<file path="src/rtl/compensation_merge.sv">
// Adds a per-tile compensation sum to each column partial sum, then rounds,
// shifts, optionally ReLU-clips and saturates; results drain through a small FIFO.
module compensation_merge #(
  parameter int SUM_W    = 33,
  parameter int OUT_W    = 16,
  parameter int SHIFT    = 8,
  parameter int TILE_LEN = 8,
  parameter int DEPTH    = 4
) (
  input  logic             clk,
  input  logic             rst,
  input  logic             comp_valid,
  input  logic [SUM_W-1:0] comp_sum,
  input  logic             psum_valid,
  input  logic [SUM_W-1:0] psum,
  output logic             psum_ready,
  input  logic             relu_en,
  output logic             out_valid,
  output logic [OUT_W-1:0] out_data,
  input  logic             out_ready,
  output logic             tile_done,
  output logic             err
);

  // state | meaning
  // IDLE  | waiting for the tile's compensation sum
  // RUN   | accepting TILE_LEN partial sums
  // DRAIN | all psums taken, waiting for pipeline and FIFO to empty
  localparam logic [1:0] IDLE  = 2'd0;
  localparam logic [1:0] RUN   = 2'd1;
  localparam logic [1:0] DRAIN = 2'd2;

  localparam int CNT_W = $clog2(TILE_LEN + 1);
  localparam int PTR_W = (DEPTH > 1) ? $clog2(DEPTH) : 1;
  localparam int OCC_W = $clog2(DEPTH + 1);

  localparam logic signed [SUM_W+1:0] HALF = (SUM_W + 2)'(1) << (SHIFT - 1);
  localparam logic signed [SUM_W+1:0] MAXV = {{(SUM_W + 3 - OUT_W){1'b0}}, {(OUT_W - 1){1'b1}}};
  localparam logic signed [SUM_W+1:0] MINV = {{(SUM_W + 3 - OUT_W){1'b1}}, {(OUT_W - 1){1'b0}}};

  logic [1:0]       state;
  logic [SUM_W-1:0] comp_reg;
  logic [CNT_W-1:0] cnt;

  logic             s1_valid;
  logic             s1_relu;
  logic [SUM_W:0]   s1_sum;

  logic [OUT_W-1:0] mem [DEPTH];
  logic [PTR_W-1:0] wr_ptr;
  logic [PTR_W-1:0] rd_ptr;
  logic [OCC_W-1:0] occ;
  logic [OCC_W:0]   pending;

  logic accept;
  logic push;
  logic pop;
  logic drained;

  logic signed [SUM_W+1:0] rnd;
  logic signed [SUM_W+1:0] shr;
  logic [OUT_W-1:0]        res;

  function automatic logic [PTR_W-1:0] ptr_next(input logic [PTR_W-1:0] p);
    return (p == PTR_W'(DEPTH - 1)) ? '0 : p + PTR_W'(1);
  endfunction

  // Stage-1 result counts against capacity so a full FIFO can never be overrun.
  assign pending    = {1'b0, occ} + {{OCC_W{1'b0}}, s1_valid};
  assign psum_ready = (state == RUN) && (pending < (OCC_W + 1)'(DEPTH));
  assign accept     = psum_valid && psum_ready;
  assign push       = s1_valid;
  assign out_valid  = (occ != '0);
  assign pop        = out_valid && out_ready;
  assign out_data   = out_valid ? mem[rd_ptr] : '0;
  assign drained    = !s1_valid && (occ == '0);
  assign tile_done  = (state == DRAIN) && drained;

  always_comb begin
    rnd = $signed({s1_sum[SUM_W], s1_sum}) + HALF;
    shr = rnd >>> SHIFT;
    if (s1_relu && (shr < 0)) shr = '0;
    if (shr > MAXV)      res = MAXV[OUT_W-1:0];
    else if (shr < MINV) res = MINV[OUT_W-1:0];
    else                 res = shr[OUT_W-1:0];
  end

  always_ff @(posedge clk) begin
    if (!rst) begin
      state    <= IDLE;
      comp_reg <= '0;
      cnt      <= '0;
      err      <= 1'b0;
    end else begin
      case (state)
        IDLE: begin
          if (comp_valid) begin
            comp_reg <= comp_sum;
            cnt      <= '0;
            state    <= RUN;
          end
        end
        RUN: begin
          if (comp_valid) err <= 1'b1;
          if (accept) begin
            cnt <= cnt + CNT_W'(1);
            if (cnt == CNT_W'(TILE_LEN - 1)) state <= DRAIN;
          end
        end
        DRAIN: begin
          // The done cycle behaves as IDLE for capturing the next tile's comp.
          if (drained) begin
            if (comp_valid) begin
              comp_reg <= comp_sum;
              cnt      <= '0;
              state    <= RUN;
            end else begin
              state <= IDLE;
            end
          end else if (comp_valid) begin
            err <= 1'b1;
          end
        end
        default: state <= IDLE;
      endcase
    end
  end

  always_ff @(posedge clk) begin
    if (!rst) begin
      s1_valid <= 1'b0;
      s1_relu  <= 1'b0;
      s1_sum   <= '0;
    end else begin
      s1_valid <= accept;
      if (accept) begin
        s1_relu <= relu_en;
        s1_sum  <= {psum[SUM_W-1], psum} + {comp_reg[SUM_W-1], comp_reg};
      end
    end
  end

  always_ff @(posedge clk) begin
    if (push) mem[wr_ptr] <= res;
  end

  always_ff @(posedge clk) begin
    if (!rst) begin
      wr_ptr <= '0;
      rd_ptr <= '0;
      occ    <= '0;
    end else begin
      if (push) wr_ptr <= ptr_next(wr_ptr);
      if (pop)  rd_ptr <= ptr_next(rd_ptr);
      case ({push, pop})
        2'b10:   occ <= occ + OCC_W'(1);
        2'b01:   occ <= occ - OCC_W'(1);
        default: occ <= occ;
      endcase
    end
  end

endmodule

</file>
<file path="config.mk">
export PLATFORM = sky130hd
export DESIGN_NAME = compensation_merge
export DESIGN_NICKNAME = d
export VERILOG_FILES = /design/src/rtl/compensation_merge.sv
export SDC_FILE = /design/constraint.sdc
export NUM_CORES = 1
export LEC_CHECK = 0
export CAP_MARGIN = 20
export CORE_UTILIZATION = 40
export CTS_CLUSTER_SIZE = 25
export DETAILED_ROUTE_END_ITERATION = 12
export PLACE_DENSITY = 0.61
export SLEW_MARGIN = 20
export SYNTH_ARGS = -nofsm -noshare
export SYNTH_HDL_FRONTEND = slang
export SYNTH_SLANG_ARGS = --single-unit
</file>
<file path="constraint.sdc">
create_clock -name clk -period 4.65 [get_ports clk]
set_input_delay 0.465 -clock clk [delete_from_list [all_inputs] [get_ports clk]]
set_output_delay 0.465 -clock clk [all_outputs]
set_load 0.02 [all_outputs]
</file>
* After elaboration in Yosys (flattened, before gate mapping)
Memory sizes are Yosys's and may differ from the RTL's. A register that Yosys moved wholly into a read port is not among the register bits.
Cells that the tools add are included.
** Word-level totals
- Latch bits :: 0
- Register bits :: 83
- Memories :: 1
- Output and inout bits :: 20
- RAM bits :: 64
- Memory bits (read-only) :: 0
- Input port bits :: 72
- Logic and storage cells :: 80
** Memories
- mem :: words 4, width 16, read ports 1, clocked after Yosys merged registers in 1, write ports 1, RTL line 49 : logic [OUT_W-1:0] mem [DEPTH];
** Operators by class
- Magnitude comparators :: 4
- Muxes and demuxes :: 27
- Bitwise operators :: 0
- Shift-type cells :: 0
- Add/sub/neg operators :: 8
- Equality and inequality tests :: 12
- Reductions and logical operators :: 18
- Div/mod/pow operators :: 0
- $mul :: 0
** Operator list (count)
- 2-to-1 mux 33 bit :: 2
- case mux 33 bit (2 select lines) :: 1
- 2-to-1 mux 16 bit :: 3
- adder 34 x 9 -> 35 bit, second input constant :: 1
- > comparator 35 x 16 -> 1 bit, second input constant :: 1
- less-than comparator 35 x 16 -> 1 bit, second input constant :: 1
- 2-to-1 mux 35 bit :: 1
- adder 33 x 33 -> 34 bit :: 1
- less-than comparator 27 x 1 -> 1 bit, second input constant :: 1
- 2-to-1 mux 2 bit :: 8
- 2-to-1 mux 4 bit :: 3
- case mux 4 bit (3 select lines) :: 1
- == test 2 bit, second input constant :: 4
- inequality test 2 bit, second input constant :: 4
- logical AND 1 bit :: 6
- case mux 2 bit (3 select lines) :: 1
- case mux 3 bit (2 select lines) :: 1
- nonzero test 2 bit :: 3
- nonzero test 3 bit :: 2
- 2-to-1 mux 1 bit :: 5
- adder 2 x 1 -> 2 bit, second input constant :: 2
- adder 3 x 1 -> 4 bit :: 1
- adder 4 x 1 -> 4 bit, second input constant :: 1
- == test 2 x 1 -> 1 bit, second input constant :: 2
- 12 further kinds :: 13

* Logic depth before layout (Yosys ltp)
Gate-level depths: netlist (run 1).
- Depth in word-level cells :: 7
- Depth in mapped cells :: 10
- Depth with buffers taken out :: 10

* Worst setup path after synthesis (run 1)
No wires, ideal clock.
- Path type :: input to register
- Start point :: in psum[11]
- End point :: reg s1_sum[21]
- Stages on the path :: 10
- Arrival time :: 2415 ps
- Library setup time :: 115 ps
- Required time :: 4535 ps
- Setup slack :: 2120 ps
- Path buffers :: 0
- Path through :: ha_1 -> a211o_1 -> a21oi_1 -> o21ai_1 -> a21oi_2 -> a21oi_1 -> a2111oi_1 -> xor2_1 -> o21ai_0 -> and2_1
** Between the ends
- Longest elaborated chain between the ends :: 1
** Ends and longest elaborated chain
- from (decl) :: RTL line 15 : input logic [SUM_W-1:0] psum,
- adder 33 x 33 -> 34 bit :: RTL line 138 : s1_sum <= {psum[SUM_W-1], psum} + {comp_reg[SUM_W-1], comp_reg};
- to (signal assigned) :: RTL line 138
- to (decl) :: RTL line 47 : logic [SUM_W:0] s1_sum;
No other way between the ends.
A chain may end at the register's enable or synchronous reset.

* Final worst setup path (run 1)
- Start point :: reg s1_sum[12]
- End point :: mem mem[3][1], data pin
** Between the ends
- Longest elaborated chain between the ends :: 7
- Elaborated cells between the ends (all ways) :: 8
- Those cells by class :: 1 x add/sub; 3 x order compare; 3 x mux; 1 x reduce/logical
** Ends and longest elaborated chain
- adder 34 x 9 -> 35 bit (*) :: RTL line 80 : rnd = $signed({s1_sum[SUM_W], s1_sum}) + HALF;
- less-than comparator 27 x 1 -> 1 bit :: RTL line 82 : if (s1_relu && (shr < 0)) shr = '0;
- logical AND 1 bit :: RTL line 82
- 2-to-1 mux 35 bit (*) :: RTL line 82
- less-than comparator 35 x 16 -> 1 bit :: RTL line 84 : else if (shr < MINV) res = MINV[OUT_W-1:0];
- 2-to-1 mux 16 bit :: RTL line 84
- 2-to-1 mux 16 bit (*) :: RTL line 83 : if (shr > MAXV) res = MAXV[OUT_W-1:0];
- named net res[1] :: RTL line 62 : logic [OUT_W-1:0] res;
- to (decl) :: RTL line 49
Mark *: on every way through the listed nets, which the timed path passes. The rest lies on a longest branch.

==> impl_metrics.env, run 1 <==
export IMPL_gp_congestion=0.871
export IMPL_status="complete, but fails checks"
export IMPL_synth_most_common_cell="nand2_1"
export IMPL_fin_worst_skew_ns=0.0106
export IMPL_wl_um=14700
export IMPL_start_util_pct=41.1
export IMPL_critPathRequiredTime_ns=4.75
export IMPL_setup_viol=0
export IMPL_swShare_pct=26.2
export IMPL_die_h_um=138
export IMPL_grt_pass1_wl_um=25300
export IMPL_yosys_top_cells_count="nand2_1 (127), dfxtp_1 (78), edfxtp_1 (64)"
export IMPL_drt_iter0_drc=360
export IMPL_root_buffer="clkbuf_16"
export IMPL_worst_slew_pin_slew_ns=0.846
export IMPL_hp_start="comp_reg[27]"
export IMPL_synth_seq_area_share_pct=46.9
export IMPL_power_frac_clock_pct=40.8
export IMPL_register_area_um2=3480
export IMPL_grtUsageTotal_pct=16.5
export IMPL_slew_headroom_pct=43.6
export IMPL_cts_setup_buffers=0
export IMPL_seqPwrFrac_pct=41.2
export IMPL_nets=925
export IMPL_drive_gt1_share_pct=9.21
export IMPL_cts_tree="done"
export IMPL_min_path_cells=2
export IMPL_ys_warn_count=0
export IMPL_grt_pass1_vias=5320
export IMPL_grt_overflow=0
export IMPL_rr_startpoint="s1_sum[12]"
export IMPL_drv_cap=0
export IMPL_whs_ns=0.468
export IMPL_grt_start_max_net_pins=48
export IMPL_via_per_inst=5.15
export IMPL_netlist_area_um2=7430
export IMPL_clockBufferDepth=2
export IMPL_maxSlewViolCount=0
export IMPL_syn_num_nets=845
export IMPL_p_comb_share_pct=18.0
export IMPL_antenna_found_initial=0
export IMPL_nFillCells=1654
export IMPL_htree_num_levels=4
export IMPL_start_kind="flip-flop"
export IMPL_synth_cell_types=62
export IMPL_clock_sinks=142
export IMPL_synth_largest_area_cell="edfxtp_1"
export IMPL_largest_register_ffs=64
export IMPL_ctsResizeCount=0
export IMPL_rsz0062_at_grt="no"
export IMPL_ios=92
export IMPL_min_period_over_period_pct=65.8
export IMPL_core_um2=18100
export IMPL_synth_top_cell_area_share_pct=25.9
export IMPL_period_minus_slack_ns=3.06
export IMPL_die_width_um=138
export IMPL_cts_clk_slew_worst_paths_ns=0.06
export IMPL_critical_path_max_fanout=15
export IMPL_clock_latency_ns=0.43
export IMPL_drc=5
export IMPL_synthTopCellsByArea="edfxtp_1 (26%), dfxtp_1 (21%), ha_1 (6.7%)"
export IMPL_crit_type="flip-flop to flip-flop"
export IMPL_synth_edf_count=64
export IMPL_leakage_nw=3.28
export IMPL_antenna_cells=0
export IMPL_numCtsBuffers=17
export IMPL_timing_rr_end="mem[3][1]"
export IMPL_whs_endpoint="comp_reg[27]"
export IMPL_post_drt_wl_per_cell_um=14.0
export IMPL_end_kind="flip-flop"
export IMPL_fmaxAchievable_mhz=327
export IMPL_critPathArrivalTime_ns=3.16
export IMPL_violations="DRC"
export IMPL_io_buffers=91
export IMPL_ir_drop_uv=254
export IMPL_total_power_mw=3.55
export IMPL_fin_tns_setup_ns=0
export IMPL_power_density_nw_per_um2=388
export IMPL_hp_class="flip-flop to flip-flop"
export IMPL_ys_flop_type="dfxtp_1"
export IMPL_num_vias=5431
export IMPL_synth_seq_cells=142
export IMPL_fp_dieArea_um2=19100
export IMPL_p_int_mw=2.62
export IMPL_syn2layout_area_growth_pct=23.0
export IMPL_dr_pass1_iters=12
export IMPL_rrSetupSlack_ns=1.59
export IMPL_synthCells=732
export IMPL_power_net_switching_mw=0.932
export IMPL_hold_viol_final=0
export IMPL_syn_avg_cell_area_um2=10.2
export IMPL_ys_async_sr_fraction_pct=0
export IMPL_dp_hpwl_um=10700
export IMPL_rows=49
export IMPL_ant_nets=0
export IMPL_r2r_cells=9
export IMPL_multi_input_area_um2=3750
export IMPL_cts_hold_buf=0
critical path: stages (launching register included):
cell and delay, ns:
dfxtp_1 0.43, and4_4 0.27, nand3_2 0.11, nor3_4 0.29
nand3_2 0.17, nor2_1 0.17, xnor2_1 0.14, nand3_1 0.15
o31ai_4 0.71, o21ai_1 0.31
metal layers:
layer | wire, um | part of all wire [%] | up-vias | track usage (%)
met3 | 511 | 3.5 | 12 | 3.57
li1 | - | - | 2799 | -
met1 | 7130 | 48 | 2487 | 21.4
met5 | 0 | 0 | - | 0
met4 | 150 | 1.0 | 0 | 5.68
met2 | 6940 | 47 | 133 | 27.2
cells in the final DEF (no fill, tap or decap), types with 8 or more instances in the layout:
master           netlist  final
nand2_1              127    127
clkdlybuf4s50_1        0     90
dfxtp_1               78     77
edfxtp_1              64     64
and2_1                44     44
a21boi_0              42     42
ha_1                  40     40
o21ai_0               35     35
xnor2_1               26     26
a21oi_1               26     26
nand3_1               23     23
nor2_1                23     23
clkbuf_16              0     17
inv_1                 16     16
xor2_1                16     16
mux4_2                16     16
nor3_1                14     14
nand4_1               10     10
o21ai_2               10     10
o21ai_1                8      8
o21a_1                 8      8
how the worst max path moves through the flow:
stage / start / to / slack, ns / cells after the start
CTS: s1_sum[9] / mem[3][1] / 1.56 / 9
floorplan: psum[11] / s1_sum[21] / 2.12 / 10
finish: s1_sum[12] / mem[3][1] / 1.59 / 9
detailed placement: psum[11] / s1_sum[32] / 1.48 / 11
global route: s1_sum[8] / mem[1][0] / 1.25 / 8
global placement: psum[11] / s1_sum[21] / 1.52 / 11
stage by stage:
stage / cell area, um^2 / instances / setup slack (ns) / utilization [%]
floorplan: 7430 / 732 / 2.12 / -
CTS: 9140 / 1054 / 1.56 / 50.6
global placement: 8510 / 1022 / 1.52 / 47.0
finish: 9150 / 1054 / 1.59 / 50.6
detailed placement: 8510 / 1022 / 1.48 / 47.0
global route: 9150 / 1054 / 1.25 / 50.6
kinds of logic (layout without fill, tap and decap cells):
group	Yosys count	count (layout)	synth area share, %
AO/OA/AOI/OAI	162	162	14.7
XOR/XNOR	42	42	4.95
adder cells (fa/ha/maj)	41	41	7.00
buffers and inverters	49	142	2.68
flip-flops	142	142	46.9
multiplexers	18	18	5.13
AND/OR/NAND/NOR	278	278	18.6
cell type report:
cell class | instances | area share (%)
clock buffers | 18 | 4.69
well taps | 229 | 3.13
flip-flops and latches | 142 | 38.1
inverters | 16 | 0.657
repair buffers | 94 | 10.2
clock inverters | 14 | 2.24
multi-input cells | 541 | 41.0
power groups by stage:
| stage | combinational [mW] | sequential (mW) | clock, mW |
|---|---|---|---|
| 2_1_floorplan | 0.449 | 1.46 | 0 |
| 3_3_place_gp | 0.628 | 1.49 | 0 |
| 3_5_place_dp | 0.645 | 1.49 | 0 |
| 4_1_cts | 0.647 | 1.46 | 1.48 |
| 5_1_grt | 0.712 | 1.47 | 1.54 |
| 6_report | 0.639 | 1.46 | 1.45 |
Power figures use the tool's default switching activity.
==> run 2: changes to the inputs <==
==> constraint.sdc (replaced) <==
create_clock -name clk -period 3 [get_ports clk]
set_input_delay 0.3 -clock clk [delete_from_list [all_inputs] [get_ports clk]]
set_output_delay 0.3 -clock clk [all_outputs]
set_load 0.02 [all_outputs]
==> run 2 against run 1 <==
Effect of this change: the flow still finishes with violations (DRC); core utilization grew 0.37 points; total power grew 54%; register-to-register slack lost 1.2 ns; setup slack lost 1.2 ns; cell area grew 0.74%; sequential power grew 53%; worst hold slack lost 0.093 ns; maximum frequency grew 16%; die area is the same; sequential cell count is the same; routed wire length shrank 0.26%.
==> impl_metrics.env, run 2 (same netlist as run 1, synthesis figures left out) <==
export IMPL_htree_num_levels=4
export IMPL_maxSlewViolCount=0
export IMPL_via_per_inst=5.03
export IMPL_final_cell_mix="nand2_1 (127), clkdlybuf4s50_1 (90), dfxtp_1 (78)"
export IMPL_ctsResizeCount=0
export IMPL_drc=6
export IMPL_io_buffers=91
export IMPL_critPathArrivalTime_ns=2.76
export IMPL_grt_overflow=0
export IMPL_grt_start_max_net_pins=48
export IMPL_power_density_nw_per_um2=593
export IMPL_critical_path_max_fanout=15
export IMPL_violations="DRC"
export IMPL_ios=92
export IMPL_rows=49
export IMPL_cts_hold_buf=0
export IMPL_drv_cap=0
export IMPL_crit_type="flip-flop to flip-flop"
export IMPL_rrSetupSlack_ns=0.36
export IMPL_grt_pass1_wl_um=25200
export IMPL_cts_tree="done"
export IMPL_dp_hpwl_um=10800
export IMPL_final_common_cell="nand2_1"
export IMPL_start_util_pct=41.1
export IMPL_hold_viol_final=0
export IMPL_die_h_um=138
export IMPL_syn2layout_area_growth_pct=24.0
export IMPL_dr_pass1_iters=8
export IMPL_post_drt_wl_per_cell_um=13.8
export IMPL_clock_sinks=142
export IMPL_whs_endpoint="state[1]"
export IMPL_clockBufferDepth=2
export IMPL_root_buffer="clkbuf_16"
export IMPL_ant_nets=0
export IMPL_gp_congestion=0.924
export IMPL_antenna_cells=0
export IMPL_grtUsageTotal_pct=16.3
export IMPL_ir_drop_uv=370
export IMPL_fin_worst_skew_ns=0.0134
export IMPL_leakage_nw=3.34
export IMPL_cts_clk_slew_worst_paths_ns=0.06
export IMPL_status="complete, but fails checks"
export IMPL_min_period_over_period_pct=87.9
export IMPL_pre_cts_ws_ns=-0.0241
export IMPL_rsz0062_at_grt="no"
export IMPL_rr_startpoint="s1_sum[18]"
export IMPL_start_kind="flip-flop"
export IMPL_critPathRequiredTime_ns=3.12
export IMPL_fmaxAchievable_mhz=379
export IMPL_timing_rr_end="mem[3][1]"
export IMPL_antenna_found_initial=0
export IMPL_period_minus_slack_ns=2.64
export IMPL_setup_slack_ns=0.362
export IMPL_fin_util_pct=50.9
export IMPL_drive_gt1_share_pct=10.2
export IMPL_wl_um=14700
export IMPL_end_kind="flip-flop"
export IMPL_fp_dieArea_um2=19100
export IMPL_grt_pass1_vias=5382
export IMPL_nets=936
export IMPL_largest_register_ffs=64
export IMPL_slew_headroom_pct=42.5
export IMPL_numCtsBuffers=17
export IMPL_setup_viol=0
export IMPL_die_width_um=138
export IMPL_drt_iter0_drc=269
export IMPL_core_um2=18100
export IMPL_cts_setup_buffers=0
export IMPL_worst_slew_pin_slew_ns=0.862
export IMPL_whs_ns=0.375
export IMPL_hp_class="input port to flip-flop"
export IMPL_clock_latency_ns=0.41
export IMPL_num_vias=5362
export IMPL_r2r_cells=9
export IMPL_nFillCells=1661
export IMPL_hp_start="rst"
export IMPL_min_path_cells=2
==> run 2: how the worst max path moves through the flow <==
stage | from | to | slack (ns) | cells past startpoint
after floorplan | psum[11] | s1_sum[21] | 0.64 | 10
after global placement | psum[5] | s1_sum[21] | 0.09 | 11
after detailed placement | psum[5] | s1_sum[27] | -0.02 | 11
after CTS | flip-flop | out_data[15] | 0.35 | 4
after global routing | s1_sum[8] | mem[3][1] | 0.09 | 9
final | s1_sum[18] | mem[3][1] | 0.36 | 9
==> run 2: cell type report <==
| cell class | instances | area [um^2] | area share, % |
|---|---|---|---|
| Clock inverter | 15 | 196 | 2.13 |
| Sequential cell | 142 | 3480 | 37.8 |
| Timing Repair Buffer | 105 | 1010 | 11.0 |
| Multi-Input combinational cell | 541 | 3750 | 40.7 |
| Tap cell | 229 | 287 | 3.11 |
| Inverter | 16 | 60.1 | 0.652 |
| Clock buffer | 17 | 425 | 4.62 |
==> run 2: report_power, final <==
part / switching, mW / leakage, nW / internal (mW) / total (mW)
registers: 0.0626 / 1.22 / 2.18 / 2.24
clock network: 0.788 / 0.300 / 1.39 / 2.17
logic: 0.549 / 1.82 / 0.497 / 1.05
total: 1.40 / 3.34 / 4.06 / 5.46
==> run 2: per-layer routing <==
layer	vias up	share of wire, %	global-route usage (%)
met3	6	3.3	2.81
met5	-	0	0
met2	92	47	27.8
met4	0	0.75	6.45
li1	2799	-	-
met1	2465	49	20.4
==> run 2: critical path, stage by stage (launching register included) <==
cell,delay (ns)
dfxtp_1,0.44
and3_1,0.24
nand4_1,0.17
nor3_4,0.24
nand3_2,0.15
nor3_4,0.26
a31oi_1,0.18
o31ai_4,0.23
buf_4,0.25
o21ai_1,0.18
==> run 2: through the flow <==
step / setup TNS [ns] / power (mW) / area [um^2] / instances
floorplan: 0 / 2.96 / 7430 / 732
global placement: 0 / 3.30 / 8590 / 1033
detailed placement: -0.0241 / 3.34 / 8590 / 1033
CTS: 0 / 5.53 / 9210 / 1065
global route: 0 / 5.72 / 9210 / 1065
finish: 0 / 5.46 / 9210 / 1065
==> run 3: changes to the inputs <==
--- a/config.mk
+++ b/config.mk
@@ -6,9 +6,12 @@
 export NUM_CORES = 1
 export LEC_CHECK = 0
 export CAP_MARGIN = 20
+export CORE_MARGIN = 1.5
 export CORE_UTILIZATION = 40
+export CTS_CLUSTER_DIAMETER = 150
 export CTS_CLUSTER_SIZE = 25
 export DETAILED_ROUTE_END_ITERATION = 12
+export GPL_TIMING_DRIVEN = 1
 export PLACE_DENSITY = 0.61
 export SLEW_MARGIN = 20
 export SYNTH_ARGS = -nofsm -noshare
==> run 3 against run 2 <==
Effect of this change: global-route usage fell by 0.19 points; cell count is the same; critical endpoint is now mem[3][0]; critical path depth up 1; clock power about the same; largest power group unchanged; combinational power about the same; the run still ends with DRC left.
==> impl_metrics.env, run 3 (same netlist as run 1, synthesis figures left out) <==
export IMPL_critical_path_max_fanout=15
export IMPL_die_width_um=139
export IMPL_ios=92
export IMPL_grt_pass1_vias=5342
export IMPL_fmaxAchievable_mhz=372
export IMPL_whs_ns=0.378
export IMPL_end_kind="flip-flop"
export IMPL_numCtsBuffers=17
export IMPL_period_minus_slack_ns=2.69
export IMPL_ir_drop_uv=436
export IMPL_cts_tree="done"
export IMPL_rows=49
export IMPL_power_net_switching_mw=1.39
export IMPL_start_util_pct=41.1
export IMPL_antenna_found_initial=0
export IMPL_start_kind="flip-flop"
export IMPL_final_common_cell="nand2_1"
export IMPL_power_density_nw_per_um2=592
export IMPL_min_period_over_period_pct=89.6
export IMPL_ctsResizeCount=0
export IMPL_violations="DRC"
export IMPL_clock_latency_ns=0.42
export IMPL_fin_area_um2=9200
export IMPL_final_cell_mix="nand2_1 (127), clkdlybuf4s50_1 (90), dfxtp_1 (78)"
export IMPL_crit_type="flip-flop to flip-flop"
export IMPL_htree_num_levels=4
export IMPL_seqPwrFrac_pct=41.2
export IMPL_io_buffers=91
export IMPL_maxSlewViolCount=0
export IMPL_grt_start_max_net_pins=48
export IMPL_num_vias=5378
export IMPL_total_power_mw=5.45
export IMPL_antenna_cells=0
export IMPL_nets=937
export IMPL_cts_setup_buffers=0
export IMPL_drc=5
export IMPL_cts_hold_buf=0
export IMPL_grt_overflow=0
export IMPL_drive_gt1_share_pct=10.0
export IMPL_drt_iter0_drc=318
export IMPL_via_per_inst=5.05
export IMPL_pre_cts_ws_ns=-0.00757
export IMPL_wl_um=14800
export IMPL_core_um2=18100
export IMPL_grtUsageTotal_pct=16.1
export IMPL_critPathArrivalTime_ns=2.82
export IMPL_swShare_pct=25.5
export IMPL_cts_clk_slew_worst_paths_ns=0.06
export IMPL_rsz0062_at_grt="no"
export IMPL_setup_slack_ns=0.311
export IMPL_clock_sinks=142
export IMPL_hold_viol_final=0
export IMPL_post_drt_wl_per_cell_um=13.9
export IMPL_root_buffer="clkbuf_16"
export IMPL_fp_dieArea_um2=19400
export IMPL_fin_util_pct=50.9
export IMPL_ant_nets=0
export IMPL_p_int_mw=4.06
export IMPL_place_area_um2=8600
export IMPL_dp_hpwl_um=10900
export IMPL_largest_register_ffs=64
export IMPL_p_comb_share_pct=19.2
export IMPL_gp_congestion=0.828
export IMPL_power_frac_clock_pct=39.7
export IMPL_clockBufferDepth=2
export IMPL_slew_headroom_pct=44.2
export IMPL_critPathRequiredTime_ns=3.14
export IMPL_hp_class="input port to flip-flop"
export IMPL_status="complete, but fails checks"
export IMPL_syn2layout_area_growth_pct=23.8
export IMPL_drv_cap=0
export IMPL_grt_pass1_wl_um=25400
export IMPL_die_h_um=139
export IMPL_setup_viol=0
export IMPL_fin_worst_skew_ns=0.00933
export IMPL_leakage_nw=3.34
export IMPL_dr_pass1_iters=10
export IMPL_worst_slew_pin_slew_ns=0.837
## run 3: worst paths after layout
path                                  start           to  slack, ns  cells after the start
worst max-delay path              s1_sum[9]    mem[3][0]       0.31                     10
worst max register to register    s1_sum[9]    mem[3][0]       0.31                     10
worst min-delay path                    rst     state[1]       0.38                      2
worst min register to register  comp_reg[0]  comp_reg[0]       0.46                      2
## run 3: metal layers
metal	routed length [um]	up-vias	GRT usage [%]
met5	0	-	0
met2	6810	111	26.8
met1	7100	2445	20.5
li1	-	2795	-
met3	582	27	3.51
met4	304	0	6.05
## run 3: worst max-delay path, cell delays in order (launching register included)
cell	delay (ns)
dfxtp_1	0.41
and3_1	0.21
nand3_2	0.17
nor3_4	0.31
nand3_2	0.16
nor2_1	0.16
xnor2_1	0.14
nand3_1	0.14
o31ai_4	0.26
buf_4	0.26
o21ai_1	0.18
## run 3: power by group through the flow
| stage | Sequential [mW] | Clock (mW) | Combinational, mW |
|---|---|---|---|
| 6_report | 2.24 | 2.16 | 1.04 |
| 5_1_grt | 2.25 | 2.28 | 1.17 |
| 4_1_cts | 2.24 | 2.20 | 1.06 |
| 3_5_place_dp | 2.28 | 0 | 1.06 |
| 3_3_place_gp | 2.28 | 0 | 1.03 |
| 2_1_floorplan | 2.26 | 0 | 0.696 |
## run 3: layout make-up
| class | count | area, um^2 |
|---|---|---|
| timing repair buffer | 106 | 1020 |
| sequential | 142 | 3480 |
| tap | 229 | 287 |
| multi-input combinational | 541 | 3750 |
| clock buffer | 19 | 433 |
| fill | 1629 | 8880 |
| clock inverter | 12 | 170 |
| inverter | 16 | 60.1 |
## run 3: through the flow
stage	setup TNS, ns	cells
after floorplan	0	732
after global placement	0	1034
after detailed placement	-0.00891	1034
after CTS	0	1065
after global routing	0	1065
final	0	1065
